===== src/rtl/ioctl_loader.sv =====
// ioctl download initiator: streams bytes from a valid/ready source into a core's ROM-load port.
// Optional: define IOCTL_LOADER_CHECKSUM_EN to accumulate a 16-bit additive checksum of written bytes.
`timescale 1ns/1ps
module ioctl_loader #(
    parameter int LEAD_CYCLES = 4,   // must be >= 1
    parameter int GAP_CYCLES  = 2
) (
    input  logic        clk_sys,
    input  logic        reset_n,
    input  logic        start,
    input  logic [7:0]  index,
    input  logic [24:0] length,
    input  logic [7:0]  s_data,
    input  logic        s_valid,
    output logic        s_ready,
    output logic        busy,
    output logic        done,
    output logic [15:0] checksum,
    output logic        ioctl_download,
    output logic        ioctl_wr,
    output logic [24:0] ioctl_addr,
    output logic [7:0]  ioctl_dout,
    output logic [7:0]  ioctl_index,
    input  logic        ioctl_wait
);
    typedef enum logic [2:0] {IDLE, LEAD, FETCH, WRITE, GAP, TAIL} state_e;

    localparam logic [15:0] LEAD_LAST = 16'(LEAD_CYCLES - 1);
    localparam logic [15:0] GAP_LAST  = 16'(GAP_CYCLES - 1);

    state_e      state_q;
    logic [15:0] cnt_q;
    logic [24:0] remain_q, addr_cnt_q, addr_q;
    logic [7:0]  dout_q, index_q;
    logic        download_q, wr_q, busy_q, done_q;
    logic        hs;

    // Back-pressure is the only combinational path to an output.
    assign s_ready = (state_q == FETCH) && !ioctl_wait;
    assign hs      = s_ready && s_valid;

    always_ff @(posedge clk_sys) begin
        if (!reset_n) begin
            state_q    <= IDLE;
            cnt_q      <= '0;
            remain_q   <= '0;
            addr_cnt_q <= '0;
            addr_q     <= '0;
            dout_q     <= '0;
            index_q    <= '0;
            download_q <= 1'b0;
            wr_q       <= 1'b0;
            busy_q     <= 1'b0;
            done_q     <= 1'b0;
        end else begin
            case (state_q)
                IDLE: begin
                    done_q <= 1'b0;
                    busy_q <= 1'b0;
                    if (start) begin
                        index_q    <= index;
                        remain_q   <= length;
                        addr_cnt_q <= '0;
                        cnt_q      <= '0;
                        download_q <= 1'b1;
                        busy_q     <= 1'b1;
                        state_q    <= LEAD;
                    end
                end
                LEAD: begin
                    if (cnt_q == LEAD_LAST) begin
                        cnt_q   <= '0;
                        state_q <= (remain_q == '0) ? TAIL : FETCH;
                    end else begin
                        cnt_q <= cnt_q + 16'd1;
                    end
                end
                FETCH: begin
                    if (hs) begin
                        dout_q   <= s_data;
                        addr_q   <= addr_cnt_q;
                        wr_q     <= 1'b1;
                        remain_q <= remain_q - 25'd1;
                        state_q  <= WRITE;
                    end
                end
                WRITE: begin
                    wr_q       <= 1'b0;
                    addr_cnt_q <= addr_cnt_q + 25'd1;
                    cnt_q      <= '0;
                    if (GAP_CYCLES == 0)
                        state_q <= (remain_q == '0) ? TAIL : FETCH;
                    else
                        state_q <= GAP;
                end
                GAP: begin
                    if (cnt_q == GAP_LAST) begin
                        cnt_q   <= '0;
                        state_q <= (remain_q == '0) ? TAIL : FETCH;
                    end else begin
                        cnt_q <= cnt_q + 16'd1;
                    end
                end
                TAIL: begin
                    if (cnt_q == LEAD_LAST) begin
                        download_q <= 1'b0;
                        done_q     <= 1'b1;
                        state_q    <= IDLE;
                    end else begin
                        cnt_q <= cnt_q + 16'd1;
                    end
                end
                default: state_q <= IDLE;
            endcase
        end
    end

`ifdef IOCTL_LOADER_CHECKSUM_EN
    logic [15:0] csum_q, csum_d;

    always_comb begin
        csum_d = csum_q;
        if (state_q == IDLE && start)
            csum_d = '0;
        else if (state_q == WRITE)
            csum_d = csum_q + {8'h00, dout_q};
    end

    always_ff @(posedge clk_sys) begin
        if (!reset_n) csum_q <= '0;
        else          csum_q <= csum_d;
    end

    assign checksum = csum_q;
`else
    assign checksum = '0;
`endif

    assign busy           = busy_q;
    assign done           = done_q;
    assign ioctl_download = download_q;
    assign ioctl_wr       = wr_q;
    assign ioctl_addr     = addr_q;
    assign ioctl_dout     = dout_q;
    assign ioctl_index    = index_q;
endmodule


===== config.mk =====
export PLATFORM = sky130hd
export DESIGN_NAME = ioctl_loader
export DESIGN_NICKNAME = d
export VERILOG_FILES = /design/src/rtl/ioctl_loader.sv
export SDC_FILE = /design/constraint.sdc
export NUM_CORES = 1
export LEC_CHECK = 0
export BUFFER_PORTS_ARGS = -buffer_cell sky130_fd_sc_hd__buf_2
export CORE_UTILIZATION = 41
export CTS_CLUSTER_SIZE = 24
export DETAILED_ROUTE_END_ITERATION = 8
export GPL_TIMING_DRIVEN = 0
export HOLD_SLACK_MARGIN = 0.05
export MAX_ROUTING_LAYER = met4
export PLACE_DENSITY = 0.68
export SLEW_MARGIN = 10
export SYNTH_ARGS = -nofsm -noshare
export SYNTH_HDL_FRONTEND = slang
export SYNTH_SLANG_ARGS = --single-unit

===== constraint.sdc =====
create_clock -name clk_sys -period 2.2 [get_ports clk_sys]
set_input_delay 0.11 -clock clk_sys [delete_from_list [all_inputs] [get_ports clk_sys]]
set_output_delay 0.11 -clock clk_sys [all_outputs]
set_load 0.005 [all_outputs]

==> flow_summary.yaml, run 1 <==
floorplan:
  initial_core_util: 0.419
  fp.dieArea_um2: 14000
  die-width_um: 118
  ios: 108
  fp.coreArea_um2: 13200
  fp.dieH_um: 118
  num_rows: 42
critical_path:
  path_cells: "or4_4 -> nand4b_4 -> or4_4 -> or3_1 -> a31oi_1"
  path_common_cell: "or4_4"
  crit_arrival_ps: 2550
  r2r-start: "remain_q[9]$_SDFFE_PN0P_"
  cp_num_buf_inv: 0
  ff2ff_path_depth: 5
  cpMaxStageDelayCell: "or4_4"
  r2r_setup_slack_ps: -3
  cp_max_fo: 5
  worstSetupPathType: "flop to flop"
  crit_family: "simple AND/OR/NAND/NOR gates"
  crit_path_end_kind: "flop"
  critPathLaunchType: "flop"
  cp.required_ps: 2550
  cp_slowest_stage_delay_ps: 550
  timing.rr.end: "state_q[2]$_SDFFE_PN0P_"
layout:
  synthToLayoutAreaGrowth_pct: 31.6
  drive_above_1_share: 0.223
  fin_nets: 912
  num_antenna_cells: 0
  fin_area_um2: 7300
synthesis:
  synth_top_cell_area_share: 0.411
  synth_area_um2: 5550
  synth_top_cell_by_area: "dfxtp_1"
  synth_area_leaders: "dfxtp_1 41%, nand2_1 8.1%, a21oi_1 6.5%"
  yosysWarnings: 0
  synth.avg_cell_area_um2: 7.85
  ys_seq_area_frac: 0.411
  ys.flop_type: "dfxtp_1"
  synth_cell_types: 64
  synthCells: 707
  synth-seq-cells: 114
  synth_edf_count: 0
  async_flop_share: 0
cts:
  numCtsBuffers: 17
  htreeDepth: 4
  cts-root-buf: "clkbuf_16"
  clk_pin_slew_ps: 60
  cts_tree: "done"
  ctsLongestPathBuffers: 2
  worstSkewPairLatency_ps: 420
  cts.sinks: 114
placed_design:
  post-place-ws_ps: -420
  placed_area_um2: 6270
  hpwl_um: 10600
  place.gp.congestion: 0.913
  port_buffers: 90
detailed_routing:
  dr_total_vias: 5684
  drt_wl_total_um: 15900
  drt_pass1_iterations: 5
  drt_iter0_markers: 385
  vias_per_cell: 5.41
  ant_nets: 0
  drc: 0
  wire_per_inst_um: 15.2
timing:
  max_freq_mhz: 454
  setup_viol: 1
  hold_viol: 0
  fin_worst_skew_ps: 8.00
  post-route-period-util: 1.00
  hold-worst-slack_ps: 72.3
  min_period_ps: 2200
  slew_viol_final: 0
  rsz0062_at_grt: "true"
  slew_headroom: 0.534
  fin_ws_ps: -2.62
  worst_pin_slew_ps: 699
power:
  seqPwrFrac: 0.341
  clockPowerShare: 0.366
  p_leak_uw: 0.00287
  power_frac_comb: 0.293
  p_sw_frac: 0.342
  vdd_ir_drop_max_uv: 504
  p_int_uw: 4710
  p_sw_uw: 2440
  powerDensity_nw_per_um2: 980
  total_power_uw: 7150
grt:
  antenna_found_initial: 0
  grt_pass1_vias: 5089
  grt_pass1_wl_um: 25400
  grt_max_degree: 17
  grt.total_usage: 0.234
  grt.overflow.total: 0
run:
  drv.max_cap_violation_count: 0
worst_hold_path:
  hold_start: "length[6]"
  hp-class: "primary input to flop"
  min_to: "remain_q[6]$_SDFFE_PN0P_"
  hold_path_depth: 4
outcome:
  status: "finished, violations left"
  violations: "negative setup slack"
==> synthesized netlist by cell type, types with 3 or more instances <==
library cell	instances
buf_2	4
and3_1	9
inv_1	8
nor3_1	22
o21a_1	6
o221a_2	5
or2_2	3
a22oi_1	4
dfxtp_1	114
clkbuf_1	34
nand3b_1	5
nor2b_1	5
nand4_1	17
mux2_2	4
o2111ai_1	3
xnor2_1	7
o22ai_1	3
or3_1	11
o21ai_0	30
a31oi_1	15
nor3b_1	5
o211a_1	3
a211oi_1	4
o41ai_1	3
nand3_1	25
a21o_1	3
nand2_1	119
o31ai_1	4
a21oi_1	72
mux2i_1	4
nor4_1	12
xor2_1	8
and2_1	6
and4_1	5
buf_4	17
nor2_1	66
ha_1	5
==> cell type report <==
cell class	count	area, um^2
fill	1238	5940
clock inverter	8	77.6
multi-input combinational	540	3120
timing repair buffer	122	751
clock buffer	24	492
tap	176	220
buffer	57	314
inverter	9	33.8
sequential	114	2290
==> worst max-delay path by stage <==
| stage | startpoint | endpoint | cells after the start |
|---|---|---|---|
| CTS | remain_q[8]$_SDFFE_PN0P_ | state_q[2]$_SDFFE_PN0P_ | 5 |
| global route | remain_q[9]$_SDFFE_PN0P_ | state_q[2]$_SDFFE_PN0P_ | 5 |
| finish | remain_q[9]$_SDFFE_PN0P_ | state_q[2]$_SDFFE_PN0P_ | 5 |
| floorplan | remain_q[3]$_SDFFE_PN0P_ | remain_q[11]$_SDFFE_PN0P_ | 6 |
| global placement | state_q[1]$_SDFFE_PN0P_ | ioctl_addr[22]$_SDFFE_PN0P_ | 7 |
| detailed placement | cnt_q[0]$_SDFFE_PN0P_ | cnt_q[0]$_SDFFE_PN0P_ | 7 |
==> placed cells by master (no fill, tap or decap), drive strengths merged, types with 16 or more instances in the layout <==
cell type,netlist,routed
buf,24,122
o21ai,31,31
nand2,119,119
clkbuf,35,57
dfxtp,114,114
nor3,23,23
a21oi,72,72
nand3,25,25
conb,1,16
nor2,67,67
dlygate4sd3,0,24
nand4,17,17
==> per-stage QoR <==
step	setup TNS [ps]	cells	utilization
5_1_grt	-67.2	1050	0.551
2_1_floorplan	0	722	-
6_report	-2.62	1050	0.551
3_5_place_dp	-14500	988	0.474
3_3_place_gp	-14230	988	0.474
4_1_cts	-12.5	1045	0.543
==> kinds of logic after synthesis <==
kind of cell,synth area share
AO/OA/AOI/OAI,0.190
XOR/XNOR,0.0237
adder cells (fa/ha/maj),0.0113
buffers and inverters,0.0629
flip-flops,0.411
multiplexers,0.0153
other,0.000676
AND/OR/NAND/NOR,0.285
==> power groups by stage <==
stage / logic (uW) / clock network (uW) / registers, uW
5_1_grt: 2260 / 2770 / 2470
3_5_place_dp: 1790 / 0 / 2450
2_1_floorplan: 1290 / 0 / 2410
4_1_cts: 1920 / 2660 / 2410
3_3_place_gp: 1780 / 0 / 2440
6_report: 2100 / 2620 / 2440
==> timing repair <==
action,in CTS,in global routing
endpoints found under the setup margin,73,42
endpoints found under the hold margin,24,0
resized for setup,20,17
pin swaps,2,4
hold buffers,24,0
setup buffers,2,6
==> registers in the layout, indices dropped and copies added, names as in the netlist <==
signal / count
addr_cnt_q: 25
busy: 1
cnt_q: 16
done: 1
ioctl_addr: 25
ioctl_dout: 8
ioctl_download: 1
ioctl_index: 8
ioctl_wr: 1
remain_q: 25
state_q: 3
==> worst register-to-register path: cells and delay by family, from the launching register on <==
kind / cells / cell delay (ps)
compound gates: 1 / 150
flops: 1 / 370
simple gates: 4 / 1620
==> per-layer routing <==
| layer | track usage | share of wire | wire length [um] |
|---|---|---|---|
| met5 | - | 0 | 0 |
| met4 | 0.0865 | 0.013 | 204 |
| met3 | 0.0555 | 0.067 | 1070 |
| met2 | 0.363 | 0.47 | 7540 |
| met1 | 0.294 | 0.45 | 7120 |
Note: power is estimated with default switching activity, not from simulation.
==> inputs of run 2 (changes only) <==
--- a/config.mk
+++ b/config.mk
@@ -12,7 +12,7 @@
 export GPL_TIMING_DRIVEN = 0
 export HOLD_SLACK_MARGIN = 0.05
 export MAX_ROUTING_LAYER = met4
-export PLACE_DENSITY = 0.68
+export PLACE_DENSITY = 0.76
 export SLEW_MARGIN = 10
 export SYNTH_ARGS = -nofsm -noshare
 export SYNTH_HDL_FRONTEND = slang
==> run 2 against run 1 <==
The run now ends clean. Clock skew is 0.55 ps higher. Worst setup slack better by 40 ps. Wire length is 0.51% lower. Clock power is 3% lower. Global-route usage hardly changed. Sequential share of layout area is 0.23 points higher. Highest routed layer unchanged.
==> flow_summary.yaml, run 2 (synthesis gave the netlist of run 1 again) <==
timing:
  rsz0062_at_grt: "true"
  slew_headroom: 0.529
  setup_viol: 0
  min_period_ps: 2160
  max_freq_mhz: 462
  worst_pin_slew_ps: 707
  slew_viol_final: 0
  fin_worst_skew_ps: 8.55
  hold_viol: 0
  post-route-period-util: 0.983
critical_path:
  cp.required_ps: 2530
  crit_arrival_ps: 2500
  worstSetupPathType: "flop to flop"
  crit_path_end_kind: "flop"
  ff2ff_path_depth: 5
  critPathLaunchType: "flop"
  r2r_setup_slack_ps: 40
  cp_max_fo: 5
worst_hold_path:
  hold_path_depth: 3
  hp-class: "primary input to flop"
detailed_routing:
  dr_total_vias: 5722
  drt_iter0_markers: 458
  ant_nets: 0
  drt_wl_total_um: 15900
  wire_per_inst_um: 15.2
  vias_per_cell: 5.49
  drt_pass1_iterations: 5
  drc: 0
power:
  vdd_ir_drop_max_uv: 667
  clockPowerShare: 0.364
  seqPwrFrac: 0.347
  p_sw_uw: 2420
  power_frac_comb: 0.289
  p_sw_frac: 0.345
  p_int_uw: 4590
  p_leak_uw: 0.00284
  powerDensity_nw_per_um2: 969
  total_power_uw: 7010
floorplan:
  fp.dieArea_um2: 14000
  fp.coreArea_um2: 13200
  initial_core_util: 0.419
  fp.dieH_um: 118
  ios: 108
  die-width_um: 118
  num_rows: 42
placed_design:
  place.gp.congestion: 0.932
  dp_cells: 988
  port_buffers: 90
  hpwl_um: 10400
grt:
  grt_pass1_vias: 5249
  grt.overflow.total: 0
  grt_max_degree: 17
  grt.total_usage: 0.234
  grt_pass1_wl_um: 25500
  antenna_found_initial: 0
layout:
  synthToLayoutAreaGrowth_pct: 30.4
  layout.cells.non_filler: 1043
  fin_nets: 907
  fillers: 1224
  final_cell_mix: "118 x nand2_1, 112 x dfxtp_1, 94 x buf_2"
  num_antenna_cells: 0
  final_common_cell: "nand2_1"
  drive_above_1_share: 0.226
cts:
  ctsLongestPathBuffers: 2
  worstSkewPairLatency_ps: 410
  cts.sinks: 114
  htreeDepth: 4
  numCtsBuffers: 17
  clk_pin_slew_ps: 50
  cts-root-buf: "clkbuf_16"
  cts_tree: "done"
outcome:
  status: "completed"
run:
  drv.max_cap_violation_count: 0
-- run 2: repair_timing --
action                                 4_1_cts  5_1_grt
endpoints found under the hold margin       21        0
hold buffers                                21        0
setup buffers                                2        4
setup endpoints to repair                   70       76
gates resized for setup                     19       23
pin swaps                                    2        5
-- run 2: power groups by stage --
stage                     sequential, uW  combinational (uW)  clock, uW
after global routing                2460                2200       2660
after detailed placement            2440                1770          0
after CTS                           2410                1900       2570
after global placement              2440                1760          0
after floorplan                     2410                1290          0
final                               2430                2030       2550
-- run 2: per-layer routing --
metal  track usage  part of all wire  vias up  wire (um)
met5             -                 0        -          0
met4        0.0865             0.019        0        308
met3        0.0502             0.065       32       1030
met2         0.372              0.48      221       7610
met1         0.291              0.44     2677       6900
li1              -                 -     2792          -
-- run 2: through the flow --
stage | hold WS (ps) | util | TNS, ps | cell area [um^2] | setup WS [ps]
2_1_floorplan | 246 | - | 0 | 5600 | 99.1
3_3_place_gp | 350 | 0.474 | -10860 | 6270 | -293
3_5_place_dp | 357 | 0.474 | -12950 | 6270 | -353
4_1_cts | 50.3 | 0.539 | -6.21 | 7130 | -6.21
5_1_grt | 78.2 | 0.546 | -64.5 | 7230 | -15.0
6_report | 65.5 | 0.546 | 0 | 7230 | 37.2
-- run 2: path summary, 6_finish.rpt --
path                               startpoint                     endpoint
setup / recovery     remain_q[9]$_SDFFE_PN0P_      state_q[2]$_SDFFE_PN0P_
hold / removal                     length[20]    remain_q[20]$_SDFFE_PN0P_
setup reg to reg     remain_q[9]$_SDFFE_PN0P_      state_q[2]$_SDFFE_PN0P_
hold reg to reg   ioctl_addr[14]$_SDFFE_PN0P_  ioctl_addr[14]$_SDFFE_PN0P_
-- run 2: layout make-up --
class	count	area (um^2)	area share
sequential	114	2280	0.316
clock inverter	9	85.1	0.0118
multi-input combinational	540	3130	0.432
inverter	9	33.8	0.00467
timing repair buffer	117	706	0.0975
buffer	57	317	0.0438
tap	176	220	0.0304
clock buffer	21	460	0.0636
-- run 2: worst max-delay path, cell delays in order (launching register included) --
cell and delay, ps:
dfxtp_2 360, or4_4 560, nand4b_4 210, or4_4 480
or3_1 320, a31oi_1 150
